--- config.mk ---
export PLATFORM = sky130hd
export DESIGN_NAME = snax_tcdm_port_buffer
export DESIGN_NICKNAME = d
export VERILOG_FILES = /design/src/rtl/snax_tcdm_port_buffer.sv
export SDC_FILE = /design/constraint.sdc
export NUM_CORES = 1
export LEC_CHECK = 0
export ABC_CLOCK_PERIOD_IN_PS = 6600
export CELL_PAD_IN_SITES_DETAIL_PLACEMENT = 0
export CELL_PAD_IN_SITES_GLOBAL_PLACEMENT = 1
export CORE_ASPECT_RATIO = 1.5
export CORE_UTILIZATION = 42
export CTS_BUF_LIST = sky130_fd_sc_hd__clkbuf_8
export CTS_CLUSTER_DIAMETER = 40
export DETAILED_ROUTE_END_ITERATION = 10
export GPL_ROUTABILITY_DRIVEN = 0
export PLACE_DENSITY = 0.83
export SKIP_CTS_REPAIR_TIMING = 1
export SLEW_MARGIN = 20
export SYNTH_ARGS = -nofsm -noshare
export SYNTH_HDL_FRONTEND = slang
export SYNTH_SLANG_ARGS = --single-unit
--- constraint.sdc ---
create_clock -name clk_i -period 6.6 [get_ports clk_i]
set_clock_uncertainty 0.05 [all_clocks]
set_input_delay 1.32 -clock clk_i [delete_from_list [all_inputs] [get_ports clk_i]]
set_output_delay 1.32 -clock clk_i [all_outputs]
set_load 0.03 [all_outputs]
--- src/rtl/snax_tcdm_port_buffer.sv ---
`default_nettype none
// ============================================================================
// Module   : snax_tcdm_port_buffer
// Purpose  : One TCDM port stage: a registered request slice towards the TCDM
//            and a credit-guarded read-response FIFO towards the streamer.
// Revision : 1.0 - initial release
// ============================================================================
module snax_tcdm_port_buffer #(
    parameter int DATA_WIDTH      = 64,
    parameter int TCDM_ADDR_WIDTH = 48,
    parameter int RSP_DEPTH       = 4,
    parameter int CNT_WIDTH       = $clog2(RSP_DEPTH + 1)
) (
    input  logic                       clk_i,
    input  logic                       rst_i,
    input  logic                       req_write_i,
    input  logic [TCDM_ADDR_WIDTH-1:0] req_addr_i,
    input  logic [DATA_WIDTH-1:0]      req_data_i,
    input  logic [DATA_WIDTH/8-1:0]    req_strb_i,
    input  logic                       req_valid_i,
    output logic                       req_ready_o,
    output logic [DATA_WIDTH-1:0]      rsp_data_o,
    output logic                       rsp_valid_o,
    input  logic                       rsp_ready_i,
    output logic                       tcdm_write_o,
    output logic [TCDM_ADDR_WIDTH-1:0] tcdm_addr_o,
    output logic [DATA_WIDTH-1:0]      tcdm_data_o,
    output logic [DATA_WIDTH/8-1:0]    tcdm_strb_o,
    output logic                       tcdm_q_valid_o,
    input  logic                       tcdm_q_ready_i,
    input  logic                       tcdm_p_valid_i,
    input  logic [DATA_WIDTH-1:0]      tcdm_p_data_i,
    output logic [CNT_WIDTH-1:0]       outstanding_o,
    output logic                       idle_o,
    output logic                       rsp_err_o
);

    localparam int                     c_ptr_width = (RSP_DEPTH > 1) ? $clog2(RSP_DEPTH) : 1;
    localparam logic [CNT_WIDTH-1:0]   c_depth     = CNT_WIDTH'(RSP_DEPTH);
    localparam logic [CNT_WIDTH-1:0]   c_cnt_one   = CNT_WIDTH'(1);
    localparam logic [c_ptr_width-1:0] c_ptr_last  = c_ptr_width'(RSP_DEPTH - 1);
    localparam logic [c_ptr_width-1:0] c_ptr_one   = c_ptr_width'(1);

    // Request slice
    logic                       r_full;
    logic                       r_write;
    logic [TCDM_ADDR_WIDTH-1:0] r_addr;
    logic [DATA_WIDTH-1:0]      r_data;
    logic [DATA_WIDTH/8-1:0]    r_strb;

    // Credits and response FIFO
    logic [CNT_WIDTH-1:0]       r_credits;
    logic [CNT_WIDTH-1:0]       r_count;
    logic [c_ptr_width-1:0]     r_wptr;
    logic [c_ptr_width-1:0]     r_rptr;
    logic [DATA_WIDTH-1:0]      r_mem [RSP_DEPTH];
    logic                       r_err;

    logic w_slot_free;
    logic w_req_ready;
    logic w_req_fire;
    logic w_rd_fire;
    logic w_pop;
    logic w_no_inflight;
    logic w_push;

    assign w_slot_free   = !r_full || tcdm_q_ready_i;
    assign w_req_ready   = w_slot_free && (req_write_i || (r_credits < c_depth));
    assign w_req_fire    = req_valid_i && w_req_ready;
    assign w_rd_fire     = w_req_fire && !req_write_i;
    assign w_pop         = (r_count != '0) && rsp_ready_i;
    // A response is only legal while some credited read has not yet landed in the FIFO.
    assign w_no_inflight = (r_credits == r_count);
    assign w_push        = tcdm_p_valid_i && !w_no_inflight;

    always_ff @(posedge clk_i) begin
        if (rst_i) begin
            r_full <= 1'b0;
        end else if (w_req_fire) begin
            r_full <= 1'b1;
        end else if (tcdm_q_ready_i) begin
            r_full <= 1'b0;
        end
    end

    // Payload needs no reset; it is qualified by r_full.
    always_ff @(posedge clk_i) begin
        if (w_req_fire) begin
            r_write <= req_write_i;
            r_addr  <= req_addr_i;
            r_data  <= req_data_i;
            r_strb  <= req_strb_i;
        end
    end

    always_ff @(posedge clk_i) begin
        if (rst_i) begin
            r_credits <= '0;
            r_count   <= '0;
            r_wptr    <= '0;
            r_rptr    <= '0;
            r_err     <= 1'b0;
        end else begin
            case ({w_rd_fire, w_pop})
                2'b10:   r_credits <= r_credits + c_cnt_one;
                2'b01:   r_credits <= r_credits - c_cnt_one;
                default: r_credits <= r_credits;
            endcase
            case ({w_push, w_pop})
                2'b10:   r_count <= r_count + c_cnt_one;
                2'b01:   r_count <= r_count - c_cnt_one;
                default: r_count <= r_count;
            endcase
            if (w_push) begin
                r_wptr <= (r_wptr == c_ptr_last) ? '0 : r_wptr + c_ptr_one;
            end
            if (w_pop) begin
                r_rptr <= (r_rptr == c_ptr_last) ? '0 : r_rptr + c_ptr_one;
            end
            if (tcdm_p_valid_i && w_no_inflight) begin
                r_err <= 1'b1;
            end
        end
    end

    always_ff @(posedge clk_i) begin
        if (w_push) begin
            r_mem[r_wptr] <= tcdm_p_data_i;
        end
    end

    assign req_ready_o    = w_req_ready;
    assign tcdm_q_valid_o = r_full;
    assign tcdm_write_o   = r_write;
    assign tcdm_addr_o    = r_addr;
    assign tcdm_data_o    = r_data;
    assign tcdm_strb_o    = r_strb;
    assign rsp_valid_o    = (r_count != '0);
    assign rsp_data_o     = r_mem[r_rptr];
    assign outstanding_o  = r_credits;
    assign idle_o         = !r_full && (r_credits == '0);
    assign rsp_err_o      = r_err;

endmodule
`default_nettype wire
After elaboration in Yosys (flattened, before gate mapping)

Memory sizes are Yosys's and may differ from the RTL's. A register that Yosys moved wholly into a read port is not among the register bits.
Cells that the tools add are included.

Add/subtract/negate cells: 6
$mul: 0
Div/mod/pow operators: 0
$lt $le $gt $ge: 1
Equality and inequality tests: 7
Shifts and indexed selects: 0
Muxes and demuxes: 10
Bitwise operators: 0
Reductions and logical operators: 17

Operators by type and width:

| kind                                                               | number |
|---|---|
| 3-bit one-hot mux with 2 select lines                              | 2 |
| 2-bit == test, second input constant                               | 4 |
| 2-bit two-way mux                                                  | 4 |
| 1-bit logical AND                                                  | 7 |
| 3-bit by 1-bit adder with 3-bit output, second input constant      | 2 |
| 2-bit nonzero test                                                 | 3 |
| 3-bit by 1-bit subtractor with 3-bit output, second input constant | 2 |
| 2-bit by 1-bit adder with 2-bit output, second input constant      | 2 |
| 2-bit by 1-bit == test with 1-bit output, second input constant    | 2 |
| 1-bit two-way mux                                                  | 4 |
| 3-bit == test                                                      | 1 |
| 1-bit logical NOT                                                  | 3 |
| 3-bit logical NOT                                                  | 1 |
| 3-bit less-than comparator, second input constant                  | 1 |
| 3-bit nonzero test                                                 | 1 |
| 1-bit logical OR                                                   | 2 |

Bits in registers: 133
Latch bits: 0
Memory bits (writable): 256
Memory bits (read-only): 0
Output and inout port bits: 193
Memories kept: 1

Memories:

| memory | words | width | read ports | clocked after memory_dff | write ports | RTL line | source |
|---|---|---|---|---|---|---|---|
| r_mem  | 4     | 64    | 1          | 1                        | 1           | 56       | `logic [DATA_WIDTH-1:0] r_mem [RSP_DEPTH];` |

Longest topological paths before layout

Gate-level depths: netlist of the first run.

Depth in word-level cells: 7
Depth in mapped cells: 10
Gate-level depth less buffers: 9

Least setup slack after synthesis of the first run

OpenSTA, ideal clock, no wires.

Path type: input port to flip-flop
Start: input port tcdm_q_ready_i
End: register r_credits[2], in the netlist outstanding_o[2]
Data arrival time: 5292 ps
Path slack: 1187 ps
Cell stages on the path: 9
Path buffers: 0
Cell sequence: nand2b_1 > nand3_1 > inv_1 > nand2b_1 > ha_1 > fa_1 > xnor2_1 > or3_1 > a21oi_1

Longest elaborated chain between the ends: 6
Elaborated cells on any way between the ends: 8
Classes of those cells: eq/ne: 2; mux: 1; reduce/logical: 5

RTL lines:

| item                                                                        | RTL line | source |
|---|---|---|
| start, declared                                                             | 30       | `input logic tcdm_q_ready_i,` |
| 1-bit logical OR (*)                                                        | 67       | `assign w_slot_free = !r_full \|\| tcdm_q_ready_i;` |
| 1-bit logical AND (*)                                                       | 68       | `assign w_req_ready = w_slot_free && (req_write_i \|\| (r_credits < c_depth));` |
| 1-bit logical AND (*)                                                       | 69       | `assign w_req_fire = req_valid_i && w_req_ready;` |
| named net w_req_fire                                                        | 61       | `logic w_req_fire;` |
| 1-bit logical AND (*)                                                       | 70       | `assign w_rd_fire = w_req_fire && !req_write_i;` |
| 2-bit by 1-bit == test with 1-bit output or 2-bit == test (tied branches)   | 104      | `case ({w_rd_fire, w_pop})` |
| 3-bit one-hot mux with 2 select lines or 2-bit nonzero test (tied branches) | n/a      |  |
| end signal, assigned                                                        | 105      | `2'b10: r_credits <= r_credits + c_cnt_one;` |
| end signal, assigned                                                        | 106      | `2'b01: r_credits <= r_credits - c_cnt_one;` |
| end signal, assigned                                                        | 107      | `default: r_credits <= r_credits;` |
| end, declared                                                               | 52       | `logic [CNT_WIDTH-1:0] r_credits;` |

Mark *: on every way through the listed nets, which the timed path passes. The rest lies on a longest branch.
A chain may end at the register's enable or synchronous reset.

==> impl_metrics.env, run 1 <==
export IMPL_status="finished, final reports clean"
export IMPL_start_util=0.430
export IMPL_clockBufferDepth=3
export IMPL_final_core_utilization=0.594
export IMPL_antenna_found_initial=2
export IMPL_cp_slowest_cell="dfxtp_4"
export IMPL_synth_distinct_cells=32
export IMPL_dp_slack_ns=2.48
export IMPL_detail_route_iter0_violations=308
export IMPL_final_fill_count=2329
export IMPL_placementRows=80
export IMPL_grt_overflow_total=0
export IMPL_vias=7101
export IMPL_slew_headroom=0.327
export IMPL_path_max_fanout=47
export IMPL_p_int_mw=5.07
export IMPL_layout_common_cells="clkdlybuf4s50_1 (383), edfxtp_1 (377), mux4_2 (60)"
export IMPL_setup_worst_path_end_class="primary output"
export IMPL_postSynthAreaPerCell_um2=25.2
export IMPL_p_per_area_nw_per_um2=386
export IMPL_synth_edf_count=377
export IMPL_io_pins=384
export IMPL_grt_usage=0.187
export IMPL_sw_frac_of_total=0.310
export IMPL_area_growth_pct=38.3
export IMPL_clk_pin_slew_worst_paths_ns=0.06
export IMPL_cp_cell_sequence="buf_4 > mux4_2 > clkdlybuf4s50_1"
export IMPL_tns_ns=0
export IMPL_syn_instance_count=546
export IMPL_fin_area_um2=19000
export IMPL_setup_worst_path_class="reg -> out"
export IMPL_synth_ff_type="edfxtp_1"
export IMPL_critPathTopFamily="buffers and inverters"
export IMPL_grt_pass1_vias=7659
export IMPL_hold_viol=0
export IMPL_clk_latency_ns=0.60
export IMPL_htreeDepth=2
export IMPL_switchingPower_mw=2.27
export IMPL_die_area_um2=33500
export IMPL_worstPathRequired_ns=5.23
export IMPL_slowest_delay_ns=0.98
export IMPL_grt_pass1_wl_um=45300
export IMPL_final_nets=1173
export IMPL_period_needed_ns=4.63
export IMPL_die_x_um=150
export IMPL_clock_root_buffer="clkbuf_8"
export IMPL_die_h_um=224
export IMPL_ys_warn_count=0
export IMPL_async_flop_share=0
export IMPL_place_area_um2=18000
export IMPL_avgRoutedWirePerCell_um=21.7
export IMPL_fin_ws_ns=1.97
export IMPL_dp_hpwl_um=21400
export IMPL_cts_tree="yes"
export IMPL_worstReg2RegStart="outstanding_o[2]"
export IMPL_ant_nets=0
export IMPL_multiInputGateArea_um2=1970
export IMPL_p_comb_frac=0.303
export IMPL_regArea_um2=11600
export IMPL_worst_path_buf_inv=2
export IMPL_final_common_cell="clkdlybuf4s50_1"
export IMPL_hold_start="rsp_err_o"
export IMPL_netlist_area_um2=13800
export IMPL_hold_ws_ns=0.440
export IMPL_first_pass_iters=4
export IMPL_start_kind="register"
export IMPL_wl_um=31000
export IMPL_fmax_ghz=0.216
export IMPL_p_clk_frac=0.243
export IMPL_finalCritPeriodShare=0.701
export IMPL_core_region_area_um2=32000
export IMPL_leakagePower_nw=6.34
export IMPL_synth_seq_area_share=0.843
export IMPL_syn_nets=746
export IMPL_drcViolationCount=0
export IMPL_worst_pin_slew_ns=1.01
export IMPL_port_buffers=383
export IMPL_drive_gt1_frac=0.137
export IMPL_maxCapViolations=0
export IMPL_ys_ff_latch=391
export IMPL_setup_viol=0
export IMPL_ir_worst_vdd_v=0.000205
export IMPL_p_seq_frac=0.454
export IMPL_worstPathArrival_ns=3.26
export IMPL_hp_class="reg -> reg"
export IMPL_grt_max_degree=77
export IMPL_numCtsBuffers=55
export IMPL_vias_per_cell=4.97
export IMPL_cts_sinks=391
export IMPL_rsz0062_at_grt="no"
export IMPL_drv_slew=0
## power by group through the flow
stage | clock [mW] | combinational, mW | sequential [mW]
2_1_floorplan | 0 | 1.29 | 3.44
3_3_place_gp | 0 | 2.24 | 3.38
3_5_place_dp | 0 | 2.26 | 3.39
4_1_cts | 1.84 | 2.26 | 3.35
5_1_grt | 1.94 | 2.35 | 3.37
6_report | 1.78 | 2.23 | 3.33
## flip-flops by register name (all words and copies together), names as in the netlist, named ones only
signal,flops
r_rptr,2
tcdm_data_o,64
tcdm_strb_o,8
r_wptr,2
r_count,3
r_mem,256
tcdm_addr_o,48
tcdm_q_valid_o,1
rsp_err_o,1
outstanding_o,3
tcdm_write_o,1
## area by class of cell
cell class,instances,area share
Clock inverter,44,0.0141
Multi-Input combinational cell,131,0.104
Antenna cell,1,0.000131
Sequential cell,391,0.610
Tap cell,410,0.0270
Timing Repair Buffer,386,0.203
Inverter,8,0.00171
Clock buffer,57,0.0412
## synthesized netlist by cell type, types with 4 or more instances
master    count  area (um2)
edfxtp_1    377       11300
mux4_2       60        1350
dfxtp_1      14         280
inv_1         8        30.0
a21oi_1       7        35.0
buf_2         7        35.0
ha_1          7        87.6
nor2_1        7        26.3
buf_12        6         120
xor2_1        6        52.6
and2_1        5        31.3
mux4_1        4         105
o21ai_0       4        20.0
or3_1         4        25.0
xnor2_1       4        35.0
## path summary, 6_finish.rpt
check                           to  slack (ns)  depth (start not counted)
hold reg to reg          rsp_err_o        0.44                          2
hold / removal           rsp_err_o        0.44                          2
setup / recovery    rsp_data_o[19]        1.97                          3
setup reg to reg  outstanding_o[2]        4.06                          9
## routing by layer
metal  routed length [um]  share of wire  track usage  vias up
li1                     -              -            -     3142
met1                11300           0.36        0.213     3542
met2                15900           0.51        0.318      357
met3                 3060          0.099       0.0692       58
met4                  822          0.026       0.0691        2
met5                   13        0.00042            0        -
## cell families after synthesis
family / count (synthesis) / share of synthesized area
simple gates: 32 / 0.0134
mux: 66 / 0.107
buf+inv: 24 / 0.0149
compound gates: 14 / 0.00618
fa+ha+maj: 9 / 0.00927
flops: 391 / 0.843
xor+xnor: 10 / 0.00636
## worst register-to-register path, stage by stage, from the launching register on
cell and delay [ns]:
dfxtp_1 0.38, nand2b_1 0.12, nand3_1 0.14, inv_4 0.44, nand2b_1 0.13, ha_1 0.24, fa_1 0.39, xnor2_1 0.14
or3_1 0.30, a21oi_1 0.14
## stage by stage
stage	total power [mW]	instances
6_report	7.34	1428
5_1_grt	7.66	1428
4_1_cts	7.45	1427
3_5_place_dp	5.65	1326
3_3_place_gp	5.61	1326
2_1_floorplan	4.73	546
Power figures use the tool's default switching activity.
==> inputs of run 2 (changes only) <==
--- a/config.mk
+++ b/config.mk
@@ -5,7 +5,7 @@
 export SDC_FILE = /design/constraint.sdc
 export NUM_CORES = 1
 export LEC_CHECK = 0
-export ABC_CLOCK_PERIOD_IN_PS = 6600
+export ABC_CLOCK_PERIOD_IN_PS = 4400
 export CELL_PAD_IN_SITES_DETAIL_PLACEMENT = 0
 export CELL_PAD_IN_SITES_GLOBAL_PLACEMENT = 1
 export CORE_ASPECT_RATIO = 1.5
==> constraint.sdc (replaced) <==
create_clock -name clk_i -period 4.4 [get_ports clk_i]
set_clock_uncertainty 0.05 [all_clocks]
set_input_delay 0.88 -clock clk_i [delete_from_list [all_inputs] [get_ports clk_i]]
set_output_delay 0.88 -clock clk_i [all_outputs]
set_load 0.03 [all_outputs]
==> run 2 against run 1 <==
  * Final area grew 0.17%
  * Hold slack got worse by 0.00065 ns
  * Routed wire length increased by 7.1%
  * Count of clock-buffer cells in the layout fell by 1
  * Critical path type unchanged
  * Largest cell class unchanged
  * Largest power group unchanged
==> impl_metrics.env, run 2 (synthesis gave the netlist of run 1 again) <==
export IMPL_die_h_um=224
export IMPL_post_place_cells=1333
export IMPL_maxCapViolations=0
export IMPL_drive_gt1_frac=0.141
export IMPL_clockBufferDepth=3
export IMPL_grt_overflow_total=0
export IMPL_path_max_fanout=18
export IMPL_detail_route_iter0_violations=334
export IMPL_status="finished, final reports clean"
export IMPL_clk_pin_slew_worst_paths_ns=0.06
export IMPL_final_nets=1180
export IMPL_ir_worst_vdd_v=0.000301
export IMPL_hp_class="reg -> reg"
export IMPL_clk_latency_ns=0.59
export IMPL_final_common_cell="clkdlybuf4s50_1"
export IMPL_wl_um=33200
export IMPL_start_util=0.430
export IMPL_slew_headroom=0.478
export IMPL_hold_ws_ns=0.439
export IMPL_grt_usage=0.199
export IMPL_cts_sinks=391
export IMPL_hold_depth=2
export IMPL_rsz0062_at_grt="no"
export IMPL_core_region_area_um2=32000
export IMPL_first_pass_iters=4
export IMPL_placementRows=80
export IMPL_ant_nets=0
export IMPL_vias=7177
export IMPL_grt_max_degree=65
export IMPL_finalCritPeriodShare=0.853
export IMPL_die_area_um2=33500
export IMPL_tns_ns=0
export IMPL_final_fill_count=2356
export IMPL_vias_per_cell=5.02
export IMPL_port_buffers=383
export IMPL_io_pins=384
export IMPL_antenna_found_initial=2
export IMPL_clock_root_buffer="clkbuf_8"
export IMPL_avgRoutedWirePerCell_um=23.3
export IMPL_area_growth_pct=38.5
export IMPL_worst_pin_slew_ns=0.783
export IMPL_fmax_ghz=0.267
export IMPL_htreeDepth=2
export IMPL_grt_pass1_vias=7669
export IMPL_regMostFlops="r_mem"
export IMPL_cts_tree="yes"
export IMPL_dp_hpwl_um=23800
export IMPL_grt_pass1_wl_um=47400
export IMPL_period_needed_ns=3.75
export IMPL_worstPathRequired_ns=3.47
export IMPL_start_kind="register"
export IMPL_setup_viol=0
export IMPL_rr_worst_depth=9
export IMPL_setup_worst_path_class="reg -> out"
export IMPL_drcViolationCount=0
export IMPL_largest_register_ffs=256
export IMPL_die_x_um=150
export IMPL_drv_slew=0
export IMPL_p_per_area_nw_per_um2=574
export IMPL_leakagePower_nw=6.30
export IMPL_numCtsBuffers=55
export IMPL_worstPathArrival_ns=2.82
export IMPL_final_cells=1429
export IMPL_hold_viol=0
export IMPL_setup_worst_path_end_class="primary output"
export IMPL_layout_common_cells="clkdlybuf4s50_1 (383), edfxtp_1 (377), mux4_2 (60)"
==> run 2: cell count changes in the layout (fill, tap and decap cells not counted), moves of 2 or more <==
cell / delta
buf_12: +5
clkinv_2: -2
buf_4: +2
clkinvlp_4: +3
clkinv_1: +4
bufinv_16: -2
inv_1: -8
==> run 2: final cells by class <==
| cell class | count | area, um2 | share of cell area |
|---|---|---|---|
| diodes | 2 | 5.00 | 0.000263 |
| clock buffers | 56 | 771 | 0.0404 |
| repair buffers | 393 | 3970 | 0.208 |
| inverters | 8 | 33.8 | 0.00177 |
| clock inverters | 38 | 195 | 0.0102 |
| flip-flops and latches | 391 | 11600 | 0.609 |
| multi-input cells | 131 | 1970 | 0.103 |
| well taps | 410 | 513 | 0.0269 |
==> run 2: worst paths after layout <==
check | slack, ns | start | to
min | 0.44 | rsp_err_o | rsp_err_o
min reg2reg | 0.44 | rsp_err_o | rsp_err_o
max | 0.65 | register | rsp_data_o[27]
max reg2reg | 1.96 | outstanding_o[1] | r_count[2]
==> run 2: routing by layer <==
metal	vias up	wire length [um]	part of all wire	global-route usage
li1	3153	-	-	-
met1	3603	12000	0.36	0.228
met5	-	0	0	0
met2	362	16900	0.51	0.339
met3	59	3330	0.10	0.0709
met4	0	1040	0.031	0.0753
==> run 2: power breakdown <==
| part | internal (mW) | leakage (nW) | switching, mW |
|---|---|---|---|
| Combinational | 1.55 | 2.14 | 1.95 |
| Clock | 1.24 | 0.551 | 1.29 |
| Sequential | 4.72 | 3.61 | 0.212 |
| Total | 7.50 | 6.30 | 3.45 |
==> run 2: stage by stage <==
| stage | util | setup WS (ns) | instance area [um2] | power [mW] |
|---|---|---|---|---|
| final | 0.595 | 0.649 | 19100 | 11.0 |
| after floorplan | - | 0.345 | 13800 | 7.09 |
| after global placement | 0.565 | 1.12 | 18100 | 8.50 |
| after global routing | 0.595 | 0.442 | 19100 | 11.4 |
| after CTS | 0.595 | 0.497 | 19100 | 11.1 |
| after detailed placement | 0.565 | 1.15 | 18100 | 8.56 |
==> run 2: worst max-delay path: stages, from the launching register on <==
cell             delay, ns
dfxtp_4               0.60
buf_4                 0.43
mux4_2                0.56
clkdlybuf4s50_1       0.64
